## src/rtl/pc_gen.sv

```systemverilog
// rtl/pc_gen.sv - fetch PC generator with delay-slot redirects and a one-entry pending-redirect buffer
// Optional macro PC_ADEL_EN enables the fetch address-error flag against PC_LO..PC_HI.
module pc_gen #(
  parameter int          WIDTH    = 32,
  parameter logic [31:0] RESET_PC = 32'h0000_3000,
  parameter logic [31:0] PC_LO    = 32'h0000_3000,
  parameter logic [31:0] PC_HI    = 32'h0000_6FFC
) (
  input  logic             clk,
  input  logic             reset,
  input  logic             stall,
  input  logic             d_valid,
  input  logic [2:0]       sel,
  input  logic             cmp,
  input  logic [WIDTH-1:0] pc_d,
  input  logic [25:0]      imm26,
  input  logic [WIDTH-1:0] jr,
  output logic [WIDTH-1:0] pc_f,
  output logic [WIDTH-1:0] pc4_f,
  output logic [WIDTH-1:0] pc8_d,
  output logic             redirect,
  output logic             pend_v,
  output logic             adel_f
);

  localparam logic IDLE = 1'b0;
  localparam logic PEND = 1'b1;
  localparam logic [WIDTH-1:0] RESET_VAL = RESET_PC[WIDTH-1:0];
  localparam logic [WIDTH-1:0] FOUR      = WIDTH'(4);
  localparam logic [WIDTH-1:0] EIGHT     = WIDTH'(8);

  if (WIDTH < 28 || WIDTH > 32) begin : g_bad_width
    $error("pc_gen: WIDTH must be within 28..32");
  end
  if (PC_LO > PC_HI) begin : g_bad_range
    $error("pc_gen: PC_LO must not exceed PC_HI");
  end

  logic             state_q, state_d;
  logic [WIDTH-1:0] fpc_q, fpc_d;
  logic [WIDTH-1:0] pend_tgt_q, pend_tgt_d;
  logic [WIDTH-1:0] pc4_dec;
  logic [WIDTH-1:0] br_tgt;
  logic [WIDTH-1:0] j_tgt;
  logic [WIDTH-1:0] tgt;

  assign pc4_dec = pc_d + FOUR;
  assign br_tgt  = pc4_dec + {{(WIDTH-18){imm26[15]}}, imm26[15:0], 2'b00};

  // Region bits above the 256 MB jump window exist only when WIDTH > 28.
  if (WIDTH > 28) begin : g_j_upper
    assign j_tgt = {pc4_dec[WIDTH-1:28], imm26, 2'b00};
  end else begin : g_j_flat
    assign j_tgt = {imm26, 2'b00};
  end

  always_comb begin
    tgt      = '0;
    redirect = 1'b0;
    case (sel)
      3'd1: begin
        tgt      = br_tgt;
        redirect = d_valid && cmp;
      end
      3'd2: begin
        tgt      = j_tgt;
        redirect = d_valid;
      end
      3'd3: begin
        tgt      = jr;
        redirect = d_valid;
      end
      default: begin
        tgt      = '0;
        redirect = 1'b0;
      end
    endcase
  end

  // A live redirect always wins over the buffered one; during a stall it replaces it.
  always_comb begin
    fpc_d      = fpc_q;
    state_d    = state_q;
    pend_tgt_d = pend_tgt_q;
    if (stall) begin
      if (redirect) begin
        state_d    = PEND;
        pend_tgt_d = tgt;
      end
    end else if (redirect) begin
      fpc_d   = tgt;
      state_d = IDLE;
    end else if (state_q == PEND) begin
      fpc_d   = pend_tgt_q;
      state_d = IDLE;
    end else begin
      fpc_d = fpc_q + FOUR;
    end
  end

  always_ff @(posedge clk) begin
    if (reset) begin
      fpc_q      <= RESET_VAL;
      state_q    <= IDLE;
      pend_tgt_q <= '0;
    end else begin
      fpc_q      <= fpc_d;
      state_q    <= state_d;
      pend_tgt_q <= pend_tgt_d;
    end
  end

  assign pc_f   = fpc_q;
  assign pc4_f  = fpc_q + FOUR;
  assign pc8_d  = pc_d + EIGHT;
  assign pend_v = (state_q == PEND);

`ifdef PC_ADEL_EN
  logic [31:0] pc_ext;
  assign pc_ext = 32'(fpc_q);
  assign adel_f = (fpc_q[1:0] != 2'b00) || (pc_ext < PC_LO) || (pc_ext > PC_HI);
`else
  assign adel_f = 1'b0;
`endif

endmodule

```

## config.mk

```make
export PLATFORM = sky130hd
export DESIGN_NAME = pc_gen
export DESIGN_NICKNAME = d
export VERILOG_FILES = /design/src/rtl/pc_gen.sv
export SDC_FILE = /design/constraint.sdc
export NUM_CORES = 1
export LEC_CHECK = 0
export ABC_AREA = 0
export CAP_MARGIN = 20
export CELL_PAD_IN_SITES_DETAIL_PLACEMENT = 1
export CELL_PAD_IN_SITES_GLOBAL_PLACEMENT = 1
export CORE_MARGIN = 10
export CORE_UTILIZATION = 35
export DETAILED_ROUTE_END_ITERATION = 16
export GPL_TIMING_DRIVEN = 0
export PLACE_DENSITY = 0.88
export RECOVER_POWER = 100
export SLEW_MARGIN = 40
export SYNTH_ARGS = -nofsm -noshare
export SYNTH_HDL_FRONTEND = slang
export SYNTH_SLANG_ARGS = --single-unit
```

## constraint.sdc

```tcl
create_clock -name clk -period 5.45 [get_ports clk]
set_input_delay 0.8175 -clock clk [delete_from_list [all_inputs] [get_ports clk]]
set_output_delay 0.8175 -clock clk [all_outputs]
set_load 0.05 [all_outputs]
```

Word level (Yosys, flattened, before mapping)
Index checks and enable logic that the tools add are counted.
{ "totals": {"reg_bits": 65, "inputBits": 98, "wordCells": 19, "output_inout_bits": 99} }
{ "classes": {"bitwise": 1, "mux": 4, "n_addsub": 4, "n_reduce_logical": 4, "n_eq_ne": 3} }
{ "ops": {"columns": ["operator", "count"], "rows": [
  ["one-hot mux 32 bit (3 select lines)", 1],
  ["adder 32 x 3 -> 32 bit (second input constant)", 2],
  ["2-to-1 mux 32 bit", 2],
  ["adder 32 bit", 1],
  ["adder 32 x 4 -> 32 bit (second input constant)", 1],
  ["equality test 3 x 2 -> 1 bit (second input constant)", 2],
  ["OR reduction 2 bit", 2],
  ["equality test 3 x 1 -> 1 bit (second input constant)", 1],
  ["one-hot mux 1 bit (2 select lines)", 1],
  ["AND reduction 2 bit", 1],
  ["logical AND 1 bit", 1],
  ["NOT 1 bit", 1]
]} }

Depth between registers and ports, before layout
Gate-level depths: netlist of the first run.
{ "depth": {"word_depth": 4, "ltp_mapped": 19, "mapped_depth_nobuf": 17} }

Worst setup path after synthesis of the first run
No wires, ideal clock.
{ "synth_path": {"path_kind": "input to register", "from": "input port pc_d[3]", "to": "register fpc_q[29], in the netlist pc_f[29]", "arrival_time_ps": 4305, "setup_time_ps": 95, "required_time_ps": 5355, "path_buffers": 2, "setup_slack_ps": 1049, "stages": 19, "path_cell_list": "ha_1 > nand2_1 > nor3_2 > and3_1 > clkbuf_1 > and2_1 > clkbuf_1 > nand3_1 > xnor2_1 > ha_1 > and4_1 > and4_4 > nand2_2 > a31oi_2 > a211oi_1 > o41ai_2 > mux2i_1 > o21ai_1 > a221oi_1"} }
{ "synth_between": {"elab_chain_len": 4} }
{ "synth_lines": {"columns": ["item", "line", "text"], "rows": [
  ["start: declaration", "15", "input logic [WIDTH-1:0] pc_d,"],
  ["adder 32 x 3 -> 32 bit (*)", "47", "assign pc4_dec = pc_d + FOUR;"],
  ["adder 32 bit", "48", "assign br_tgt = pc4_dec + {{(WIDTH-18){imm26[15]}}, imm26[15:0], 2'b00};"],
  ["one-hot mux 32 bit (3 select lines) (*)", "60", "case (sel)"],
  ["2-to-1 mux 32 bit (*)", "90", "end else if (redirect) begin"],
  ["end signal: assignment", "107", "fpc_q <= fpc_d;"],
  ["end: declaration", "40", "logic [WIDTH-1:0] fpc_q, fpc_d;"]
]} }
Every way passes the cells marked *; elsewhere a longest branch is shown, timed or not.
A chain may end at the register's enable or synchronous reset.

Worst setup path in the final report of the first run
{ "layout_path": {"from": "input port pc_d[4]", "to": "register fpc_q[23], in the netlist pc_f[23]"} }
{ "layout_between": {"elab_chain_len": 4} }
{ "layout_lines": {"columns": ["item", "line"], "rows": [
  ["adder 32 x 3 -> 32 bit", "47"],
  ["adder 32 bit", "48"],
  ["one-hot mux 32 bit (3 select lines)", "60"],
  ["2-to-1 mux 32 bit", "90"]
]} }
Every way passes these cells.

==> results of run 1 <==
## power groups by stage
| stage | logic, uW | registers, uW | clock network (uW) |
|---|---|---|---|
| 6_report | 791 | 522 | 674 |
| 2_1_floorplan | 454 | 578 | 0 |
| 4_1_cts | 805 | 523 | 671 |
| 3_5_place_dp | 798 | 533 | 0 |
| 5_1_grt | 847 | 526 | 695 |
| 3_3_place_gp | 783 | 530 | 0 |
## state kept, by name (all words and copies together), names as in the netlist
signal	cells
pend_tgt_q	32
pc_f	32
pend_v	1
## area by class of cell
cell class / instances / area share [%]
repair buffers: 189 / 20.2
clock inverters: 6 / 1.13
multi-input cells: 763 / 54.1
inverters: 35 / 1.41
flip-flops and latches: 65 / 14.0
diodes: 1 / 0.0269
plain buffers: 67 / 3.09
clock buffers: 10 / 2.57
well taps: 260 / 3.49
## tightest hold or removal path, delay by kind of cell, from the launching register on
family	cells	cell delay (ns)
compound gates	1	0.05
flops	1	0.30
simple gates	1	0.05
## logic make-up after synthesis
| kind of cell | count (synthesis) | share of synthesized area [%] |
|---|---|---|
| AND/OR/NAND/NOR | 333 | 24.2 |
| AO/OA/AOI/OAI | 260 | 25.6 |
| buffers and inverters | 103 | 6.26 |
| XOR/XNOR | 102 | 13.2 |
| flip-flops | 65 | 19.2 |
| adder cells (fa/ha/maj) | 35 | 6.58 |
| multiplexers | 32 | 4.93 |
| other | 1 | 0.0554 |
## Yosys cell counts (6+ instances only)
cell type / number / share of area [%]
and3_1: 10 / 0.92
buf_4: 7 / 0.78
clkbuf_1: 48 / 2.7
nor3_1: 14 / 1.0
inv_1: 34 / 1.9
a21oi_1: 67 / 5.0
nand2b_1: 15 / 1.4
nor2b_1: 7 / 0.65
nand3_1: 33 / 2.4
mux2i_1: 21 / 3.1
xor2_1: 35 / 4.5
nand2_1: 107 / 5.9
buf_2: 9 / 0.67
o211ai_1: 12 / 1.3
nor4_1: 6 / 0.55
o21ai_0: 52 / 3.8
and2_1: 6 / 0.55
a31oi_1: 16 / 1.5
a222oi_1: 6 / 0.89
nor2_1: 83 / 4.6
dfxtp_1: 65 / 19
and4_1: 6 / 0.78
a221oi_1: 8 / 1.0
ha_1: 34 / 6.3
a21o_1: 12 / 1.3
nand4_1: 17 / 1.6
a211oi_1: 16 / 1.8
mux2_2: 10 / 1.7
xnor2_1: 67 / 8.7
a22oi_1: 18 / 2.0
## metal layers
metal | vias up | routed length [um] | GRT usage (%)
met4 | 0 | 928 | 8.38
met5 | - | 0 | 0
li1 | 3757 | - | -
met3 | 59 | 2420 | 5.55
met1 | 3783 | 12700 | 27.5
met2 | 334 | 14300 | 38.4
## final timing paths
kind | from | endpoint | slack (ns)
worst min-delay path | pend_tgt_q[25]$_SDFFE_PP0P_ | pend_tgt_q[25]$_SDFFE_PP0P_ | 0.46
worst max-delay path | pc_d[4] | pc_f[23]$_SDFFE_PP0N_ | 0.27
worst min register to register | pend_tgt_q[25]$_SDFFE_PP0P_ | pend_tgt_q[25]$_SDFFE_PP0P_ | 0.46
worst max register to register | pc_f[2]$_SDFFE_PP0N_ | pc_f[22]$_SDFFE_PP0N_ | 2.54
## stage by stage
step                total power (uW)  hold WS (ns)  util, %  setup WS [ns]
floorplan                       1030         0.427        -           1.05
global placement                1310         0.437     47.5         -0.407
detailed placement              1330         0.442     47.5         -0.528
CTS                             2000         0.449     49.4         0.0256
global route                    2070         0.474     49.3         0.0551
finish                          1990         0.456     49.3          0.275
## repair_timing
item,CTS,global route
gates resized for setup,2,4
pin swaps,1,1
setup buffers,1,0
setup endpoints to repair,4,9
==> impl_metrics.tcl, run 1 <==
set metrics [dict create \
    status "finished, final reports clean" \
    crit_type "input port to register" \
    die_height_um 159 \
    end_kind "register" \
    async_reset_ff_share_pct 0 \
    combPwrFrac_pct 39.8 \
    seqCellArea_um2 1300 \
    multi_input_area_um2 5040 \
    ant_nets 0 \
    p_switching_uw 746 \
    timing.setup.tns_ns 0 \
    arrival_ns 5.40 \
    p_leak_uw 0.00359 \
    vdd_ir_drop_max_v 0.000168 \
    synth_area_um2 6770 \
    grt_overflow_total 0 \
    final_common_cell "nand2_1" \
    path_common_cell "and4_1" \
    start_kind "input port" \
    ys_seq_area_share_pct 19.2 \
    layout_common_cells "107 x nand2_1, 100 x dlygate4sd3_1, 88 x clkdlybuf4s50_1" \
    via_per_inst 5.68 \
    fin_crit_sh_pct 95.0 \
    fillers 2414 \
    fin_cells 1396 \
    core_area_um2 18900 \
    antenna_found_initial 1 \
    crit_chain "clkdlybuf4s50_1, ha_2, nand2_1, nor3_4, and3_2, and2_1, clkbuf_1, nand3_1, xnor2_1, ha_1, and4_1, and4_1, nand2_2, a31oi_2, and3b_1, o21bai_2, mux2i_2, o21ai_0, a221oi_1" \
    cts_tree "yes" \
    fin_nets 1263 \
    cpMaxStageDelayCell "clkdlybuf4s50_1" \
    synth-seq-cells 65 \
    io_buffers 188 \
    timing.final.setup_violations 0 \
    seq_power_share_pct 26.3 \
    crit_fanout 6 \
    sw_frac_of_total_pct 37.6 \
    postCtsHoldBufs 0 \
    fin_skew_ns 0.00466 \
    min_period_ns 5.18 \
    ys_warn_count 0 \
    holdPathStages 2 \
    routabilityCongestion 0.924 \
    crit_family "simple AND/OR/NAND/NOR gates" \
    finalInstanceArea_um2 9320 \
    place_inst 1379 \
    finalHoldViolCount 0 \
    fp.dieW_um 159 \
    syn_inst 931 \
    drcViolationCount 0 \
    cts_buffers 9 \
    start_util_pct 35.8 \
    tightest_slew_ns 0.844 \
    fmax_mhz 193 \
    maxSlewHeadroom_pct 43.7 \
    dieArea_um2 25300 \
    path_buf_inv 2 \
    clkPwrFrac_pct 33.9 \
    cap_violations 0 \
    clockBufferDepth 2 \
    cts-root-buf "clkbuf_16" \
    drive_gt1_share_pct 5.55 \
    cts.sinks 65 \
    synth_cell_types 75 \
    synth-edff-count 0 \
    finalMaxSlewViolations 0 \
    routed_wirelength_um 30400 \
    dpl-instance-area_um2 8980 \
    power.internal_uw 1240 \
    grt_pass1_wl_um 47600 \
    min_path_type "register to register" \
    max_stage_delay_ns 0.60 \
    rsz0062_at_grt "no" \
    rows 50 \
    critPathRequiredTime_ns 5.68 \
    wl_per_cell_um 21.8 \
    num_io_pins 197 \
    synth-main-ff-cell "dfxtp_1" \
    htree_levels 3 \
    ff2ff_path_depth 10 \
    gr-usage-all-layers_pct 22.8 \
    syn_avg_cell_area_um2 7.27 \
    num_vias 7933 \
    clock_latency_ns 0.33 \
    powerDensity_nw_per_um2 213 \
    syn_nets 1064 \
    grt_max_degree 18 \
    area_growth_pct 37.5 \
    worst-path-stages 19 \
    grt_pass1_vias 8529 \
    drtIter0Drc 634 \
    clk_pin_slew_ns 0.05 \
    firstDrtPassIters 7 \
    dpl.hpwl_um 24500 \
]
(Power assumes the default switching activity.)
==> inputs of run 2 (changes only) <==
Settings changed: SETUP_SLACK_MARGIN from default to 0.2.
==> run 2 against run 1 <==
Effect of this change: sequential power about the same; die area unchanged; via count up 0.34%; clock-buffer cell count unchanged; clock power about the same; clock skew up 0.0025 ns; combinational power about the same; final cell count up 0.14%; sequential share of layout area about the same; cell area up 0.31%; maximum frequency up 1.5%; largest power group unchanged.
==> impl_metrics.tcl, run 2 (synthesized netlist as in run 1, its figures left out) <==
set metrics [dict create \
    layout_common_cells "107 x nand2_1, 101 x dlygate4sd3_1, 84 x clkdlybuf4s50_1" \
    area_growth_pct 38.0 \
    arrival_ns 5.33 \
    crit_type "input port to register" \
    rows 50 \
    p_leak_uw 0.00364 \
    core_area_um2 18900 \
    finalHoldViolCount 0 \
    grt_pass1_vias 8541 \
    num_io_pins 197 \
    clk_pin_slew_ns 0.05 \
    critPathRequiredTime_ns 5.68 \
    timing.final.setup_violations 0 \
    num_vias 7960 \
    end_kind "register" \
    postCtsHoldBufs 0 \
    drcViolationCount 0 \
    routabilityCongestion 0.924 \
    io_buffers 188 \
    rsz0062_at_grt "no" \
    min_path_type "register to register" \
    drive_gt1_share_pct 5.54 \
    cpMaxStageDelayCell "dlygate4sd3_1" \
    cts_tree "yes" \
    grt_overflow_total 0 \
    r2r_end "pc_f[22]$_SDFFE_PP0N_" \
    grt_pass1_wl_um 47700 \
    routed_wirelength_um 30500 \
    final_util_pct 49.5 \
    fin_nets 1265 \
    worst-path-stages 19 \
    total_power_uw 1990 \
    path_buf_inv 3 \
    dieArea_um2 25300 \
    status "finished, final reports clean" \
    start_kind "input port" \
    powerDensity_nw_per_um2 213 \
    fin_crit_sh_pct 93.6 \
    die_height_um 159 \
    crit_fanout 6 \
    min_period_ns 5.10 \
    max_stage_delay_ns 0.65 \
    crit_start "pc_d[7]" \
    final_common_cell "nand2_1" \
    fmax_mhz 196 \
    clockBufferDepth 2 \
    clock_latency_ns 0.34 \
    ff2ff_path_depth 10 \
    finalMaxSlewViolations 0 \
    r2r_slack_ns 2.54 \
    gr-usage-all-layers_pct 22.8 \
    via_per_inst 5.69 \
    crit_chain "dlygate4sd3_1, nand3_1, nor3_4, and3_1, clkbuf_2, and2_1, clkbuf_1, nand3_1, xnor2_1, ha_1, and4_1, and4_1, nand2_2, a31oi_2, and3b_1, o21bai_2, mux2i_2, o21ai_1, a221oi_1" \
    firstDrtPassIters 6 \
    maxSlewHeadroom_pct 43.3 \
    drtIter0Drc 588 \
    r2r_start "pc_f[2]$_SDFFE_PP0N_" \
    cts.sinks 65 \
    start_util_pct 35.8 \
    fin_skew_ns 0.00720 \
    cts-root-buf "clkbuf_16" \
    cap_violations 0 \
    fp.dieW_um 159 \
    wl_per_cell_um 21.8 \
    hold_start "pend_tgt_q[25]$_SDFFE_PP0P_" \
    crit_path_end "pc_f[23]$_SDFFE_PP0N_" \
    ant_nets 0 \
    grt_max_degree 18 \
    hold_ws_ns 0.456 \
    crit_family "simple AND/OR/NAND/NOR gates" \
    dpl.hpwl_um 24500 \
    cts_buffers 9 \
    antenna_found_initial 1 \
    tightest_slew_ns 0.851 \
    htree_levels 3 \
    vdd_ir_drop_max_v 0.000171 \
]
==> run 2: changes by cell type in the layout (fill, tap and decap cells not counted), sizes merged <==
cell,before,now
buf,18,19
clkbuf,60,61
dlymetal6s2s,0,3
clkdlybuf4s50,88,84
dlygate4sd3,100,101
==> run 2: timing repair <==
action	CTS	global route
gates cloned	0	0
resized for setup	4	6
pin swaps	1	1
endpoints found under the setup margin	20	22
setup buffers	2	0
==> run 2: area by class of cell <==
cell class	count	area, um2
Fill cell	2414	9550
Multi-Input combinational cell	763	5040
Timing Repair Buffer	190	1900
Sequential cell	65	1300
Tap cell	260	325
Buffer	68	292
Clock buffer	10	239
Inverter	35	131
Clock inverter	6	105
Antenna cell	1	2.50
==> run 2: through the flow <==
step           setup WS [ns]  TNS [ns]  area [um2]  instances
4_1_cts                0.165         0        9360       1397
3_5_place_dp          -0.528     -5.52        8980       1379
3_3_place_gp          -0.407     -2.99        8980       1379
6_report               0.350         0        9340       1398
5_1_grt                0.124         0        9340       1398
2_1_floorplan           1.05         0        6770        931
==> run 2: layer usage <==
| metal | global-route usage [%] | wire length (um) | up-vias |
|---|---|---|---|
| met2 | 38.5 | 14400 | 311 |
| li1 | - | - | 3754 |
| met4 | 8.38 | 918 | 0 |
| met5 | 0 | 0 | - |
| met3 | 5.55 | 2240 | 61 |
| met1 | 27.5 | 13000 | 3834 |
==> run 2: how the worst min path moves through the flow <==
| stage | slack, ns | end | cells after the start |
|---|---|---|---|
| final | 0.46 | pend_tgt_q[25]$_SDFFE_PP0P_ | 2 |
| after global routing | 0.47 | pend_tgt_q[8]$_SDFFE_PP0P_ | 2 |
| after CTS | 0.45 | pend_tgt_q[25]$_SDFFE_PP0P_ | 2 |
| after detailed placement | 0.44 | pend_tgt_q[25]$_SDFFE_PP0P_ | 2 |
| after global placement | 0.44 | pend_tgt_q[25]$_SDFFE_PP0P_ | 2 |
| after floorplan | 0.43 | pend_tgt_q[25]$_SDFFE_PP0P_ | 2 |
==> run 2: worst min-delay path, stage by stage, from the launching register on <==
cell	delay, ns
dfxtp_1	0.30
nand2_1	0.05
a21oi_1	0.05
==> run 2: where the power goes <==
group | switching [uW] | total [uW] | internal, uW | leakage, uW
Combinational | 505 | 791 | 285 | 0.00294
Sequential | 24.5 | 523 | 498 | 0.000531
Clock | 219 | 676 | 457 | 0.000172
Total | 749 | 1990 | 1240 | 0.00364
==> inputs of run 3 (changes only) <==
Settings changed: CORE_ASPECT_RATIO from default to 1.75, PLACE_DENSITY 0.88 to default, PLACE_DENSITY_LB_ADDON from default to 0.08.
==> run 3 against run 2 <==
Effect of this change: register-to-register slack improved by 0.02 ns; wire length decreased by 1.1%; first-iteration DRC count decreased by 32%; via count decreased by 1.7%; maximum frequency increased by 1.6%; non-clock buffer count increased by 1; clock-buffer cell count increased by 1; die area increased by 0.87%; critical endpoint unchanged.
==> impl_metrics.tcl, run 3 (synthesized netlist as in run 1, its figures left out) <==
set metrics [dict create \
    cap_violations 0 \
    pre_cts_slack_ns -0.599 \
    dpl.hpwl_um 25400 \
    dieArea_um2 25500 \
    grt_pass1_wl_um 46600 \
    antenna_found_initial 4 \
    ant_nets 0 \
    cts-root-buf "clkbuf_16" \
    setup_ws_ns 0.429 \
    status "finished, final reports clean" \
    rsz0062_at_grt "no" \
    power.internal_uw 1240 \
    grt_overflow_total 0 \
    combPwrFrac_pct 39.2 \
    min_period_ns 5.02 \
    fin_nets 1266 \
    timing.final.setup_violations 0 \
    num_io_pins 197 \
    fillers 2445 \
    grt_max_degree 18 \
    critPathRequiredTime_ns 5.69 \
    layout_common_cells "107 x nand2_1, 100 x dlygate4sd3_1, 85 x clkdlybuf4s50_1" \
    via_per_inst 5.66 \
    fin_skew_ns 0.00677 \
    multi_input_area_um2 5040 \
    htree_levels 3 \
    tightest_slew_ns 0.867 \
    drtIter0Drc 397 \
    fmax_mhz 199 \
    fin_crit_sh_pct 92.1 \
    finalMaxSlewViolations 0 \
    clk_pin_slew_ns 0.06 \
    clkPwrFrac_pct 34.6 \
    cts_buffers 9 \
    wl_per_cell_um 21.8 \
    io_buffers 188 \
    seq_power_share_pct 26.3 \
    cts_tree "yes" \
    start_kind "input port" \
    holdPathStages 2 \
    fp.dieW_um 125 \
    grt_pass1_vias 8309 \
    total_power_uw 1990 \
    maxSlewHeadroom_pct 41.8 \
    routed_wirelength_um 30200 \
    p_leak_uw 0.00364 \
    finalHoldViolCount 0 \
    cts.sinks 65 \
    final_common_cell "nand2_1" \
    clock_latency_ns 0.34 \
    num_vias 7822 \
    start_util_pct 35.4 \
    rows 67 \
    drive_gt1_share_pct 5.71 \
    postCtsHoldBufs 0 \
    min_path_type "register to register" \
    gr-usage-all-layers_pct 22.6 \
    arrival_ns 5.27 \
    area_growth_pct 37.9 \
    routabilityCongestion 0.902 \
    firstDrtPassIters 5 \
    crit_fanout 6 \
    seqCellArea_um2 1300 \
    drcViolationCount 0 \
    clockBufferDepth 2 \
    vdd_ir_drop_max_v 0.000152 \
    end_kind "register" \
    sw_frac_of_total_pct 37.5 \
    crit_type "input port to register" \
    ff2ff_path_depth 8 \
    powerDensity_nw_per_um2 213 \
    core_area_um2 19100 \
    die_height_um 204 \
    p_switching_uw 745 \
]
run 3: cell types whose count changed in the layout (fill, tap and decap cells not counted), moves of 2 or more:
cell      change
clkbuf_2      +2
clkbuf_1      -2
clkinv_2      -2
diode_2       +2
run 3: power by group through the flow:
stage	registers [uW]	clock network (uW)	logic, uW
4_1_cts	522	683	800
6_report	522	687	779
3_5_place_dp	533	0	794
5_1_grt	525	703	840
2_1_floorplan	578	0	454
3_3_place_gp	532	0	787
run 3: what timing repair did:
item                       in CTS  in global routing
setup endpoints to repair      20                 24
cloned                          0                  0
resized for setup               3                  8
pin swaps                       2                  1
buffers inserted                2                  1
run 3: final cells by class:
cell class,instances,area share [%]
multi-input combinational,763,54.0
inverter,35,1.41
clock buffer,11,2.60
clock inverter,5,1.10
antenna,3,0.0804
tap,241,3.23
buffer,68,3.16
timing repair buffer,191,20.5
sequential,65,13.9
run 3: path summary, 6_finish.rpt:
check	start	endpoint	slack (ns)
hold / removal	pend_tgt_q[25]$_SDFFE_PP0P_	pend_tgt_q[25]$_SDFFE_PP0P_	0.45
setup reg to reg	pc_f[4]$_SDFFE_PP0N_	pc_f[23]$_SDFFE_PP0N_	2.56
hold reg to reg	pend_tgt_q[25]$_SDFFE_PP0P_	pend_tgt_q[25]$_SDFFE_PP0P_	0.45
setup / recovery	pc_d[7]	pc_f[23]$_SDFFE_PP0N_	0.43
run 3: critical path, stage by stage:
cell           delay (ns)
dlygate4sd3_1        0.64
nand3_1              0.17
nor3_4               0.29
and3_1               0.18
clkbuf_2             0.17
and2_1               0.14
clkbuf_2             0.17
nand3_1              0.11
xnor2_1              0.14
ha_1                 0.34
and4_1               0.24
and4_1               0.29
nand2_2              0.07
a31oi_2              0.22
and3b_1              0.24
o21bai_1             0.31
mux2i_1              0.30
o21ai_0              0.16
a221oi_1             0.26
run 3: through the flow:
stage	hold WS, ns	cells	instance area, um2	TNS (ns)	utilization [%]
2_1_floorplan	0.427	931	6770	0	-
3_3_place_gp	0.437	1360	8960	-6.32	46.9
3_5_place_dp	0.445	1360	8960	-6.78	46.9
4_1_cts	0.454	1378	9330	0	48.8
5_1_grt	0.472	1382	9340	0	48.8
6_report	0.452	1382	9340	0	48.8
run 3: per-layer routing:
metal	GRT usage [%]	up-vias	part of all wire, %
met5	0	-	0.043
met4	10.2	2	3.7
met3	4.15	59	4.5
met2	43.5	219	53
met1	22.9	3782	38
li1	-	3760	-
==> variant: new RTL, flow settings as in run 2 <==
The option `PC_ADEL_EN` is turned on by a define.
--- a/src/rtl/pc_gen.sv
+++ b/src/rtl/pc_gen.sv
@@ -1,4 +1,6 @@
 // rtl/pc_gen.sv - fetch PC generator with delay-slot redirects and a one-entry pending-redirect buffer
 // Optional macro PC_ADEL_EN enables the fetch address-error flag against PC_LO..PC_HI.
+`define PC_ADEL_EN
+
 module pc_gen #(
   parameter int          WIDTH    = 32,
Check against the original RTL: not equivalent (Yosys sat finds a counterexample within 4 cycles, from zero or initial values and one cycle with reset high).
==> variant against run 2 <==
Wire length decreased by 7.2%; sequential cell count unchanged; clock power down 24%; worst setup slack better by 0.18 ns; register-to-register slack gained 0.13 ns; non-clock buffer count down 7; largest cell class unchanged; design area shrank 3.2%; total power down 10%; via count shrank 5.4%; synthesized area fell by 3.5%; count of clock-buffer cells in the layout is 2 higher.
==> variant: results <==
[run_status]
status = finished clean

[global_routing]
first_global_vias = 8137
antenna_found_initial = 0
grt_use_met1_pct = 25.8
grt_pass1_wl_um = 44500
gr-usage-met2_pct = 39.2
grt_util_all_layers_pct = 22.5
grt_max_degree = 19
globalRouteMet3Util_pct = 5.59

[logic_synthesis]
yosysUniqueCellTypes = 67
postSynthNetCount = 1008
ys_top_cells_by_area = dfxtp_1 (20%), xnor2_1 (8.3%), ha_1 (7.1%), nor2_1 (6.8%), xor2_1 (6.0%)
synth_common_cells = nor2_1 (119), nand2_1 (81), dfxtp_1 (65)
synth_area_per_cell_um2 = 7.49

[placement]
place.gp.congestion = 0.933
place_area_um2 = 8750
place_ws_ns = -0.166
io_buffers = 193
hpwl_um = 23500

[final_layout]
drive_above_1_share_pct = 4.90
nNetsFinal = 1215
antenna_cells_inserted = 0
final_cells = 1310

[drt]
vias = 7529
dr.pass1.iters = 5
wirelength_um = 28300
drtIter0Drc = 572

[sta]
max_slew.worst_pin.slew_ns = 0.840
finClkSkew_ns = 0.00451

[worst_setup_path]
cp_max_fo = 5
cp.arrival_ns = 5.11
## variant: worst paths after layout
path / depth (start not counted) / slack, ns / startpoint / endpoint
max: 16 / 0.53 / pc_d[3] / pc_f[24]$_SDFFE_PP0N_
min: 2 / 0.46 / pend_tgt_q[4]$_SDFFE_PP0P_ / pend_tgt_q[4]$_SDFFE_PP0P_
max reg2reg: 7 / 2.67 / pend_v$_SDFFE_PP0P_ / pc_f[19]$_SDFFE_PP0N_
min reg2reg: 2 / 0.46 / pend_tgt_q[4]$_SDFFE_PP0P_ / pend_tgt_q[4]$_SDFFE_PP0P_
## variant: cell families (layout without fill, tap and decap cells)
kind of cell	Yosys count	in the layout	share of synthesized area, %
buf+inv	82	291	5.13
compound gates	202	202	21.3
xor+xnor	108	108	14.6
simple gates	334	334	24.7
flops	65	65	19.9
mux	43	43	6.97
fa+ha+maj	38	38	7.39
## variant: power by group
group	leakage, uW	internal [uW]	switching (uW)
clock network	0.000124	312	205
registers	0.000530	497	25.9
logic	0.00282	279	470
total	0.00347	1090	701
## variant: timing repair
item,4_1_cts,5_1_grt
setup endpoints to repair,1,17
pin swaps,1,1
resized for setup,0,7
buffers inserted,1,2
## variant: worst max-delay path: stages
cell and delay, ns:
dlygate4sd3_1 0.67, ha_1 0.26, nand3_1 0.17, nor2_2 0.25, nand2_1 0.19, nor2_1 0.17
xor2_1 0.17, ha_1 0.31, a21oi_1 0.27, nand2_1 0.08, o21ai_0 0.25, nor3b_1 0.29
a21oi_1 0.19, xor2_1 0.20, a222oi_1 0.60, o221ai_1 0.20
## variant: area by class of cell
class | count | area, um2
fillers | 2261 | 9100
multi-input cells | 725 | 4920
repair buffers | 196 | 1950
flip-flops and latches | 65 | 1300
well taps | 229 | 287
clock buffers | 12 | 246
plain buffers | 55 | 235
inverters | 27 | 101
clock inverters | 1 | 5.00
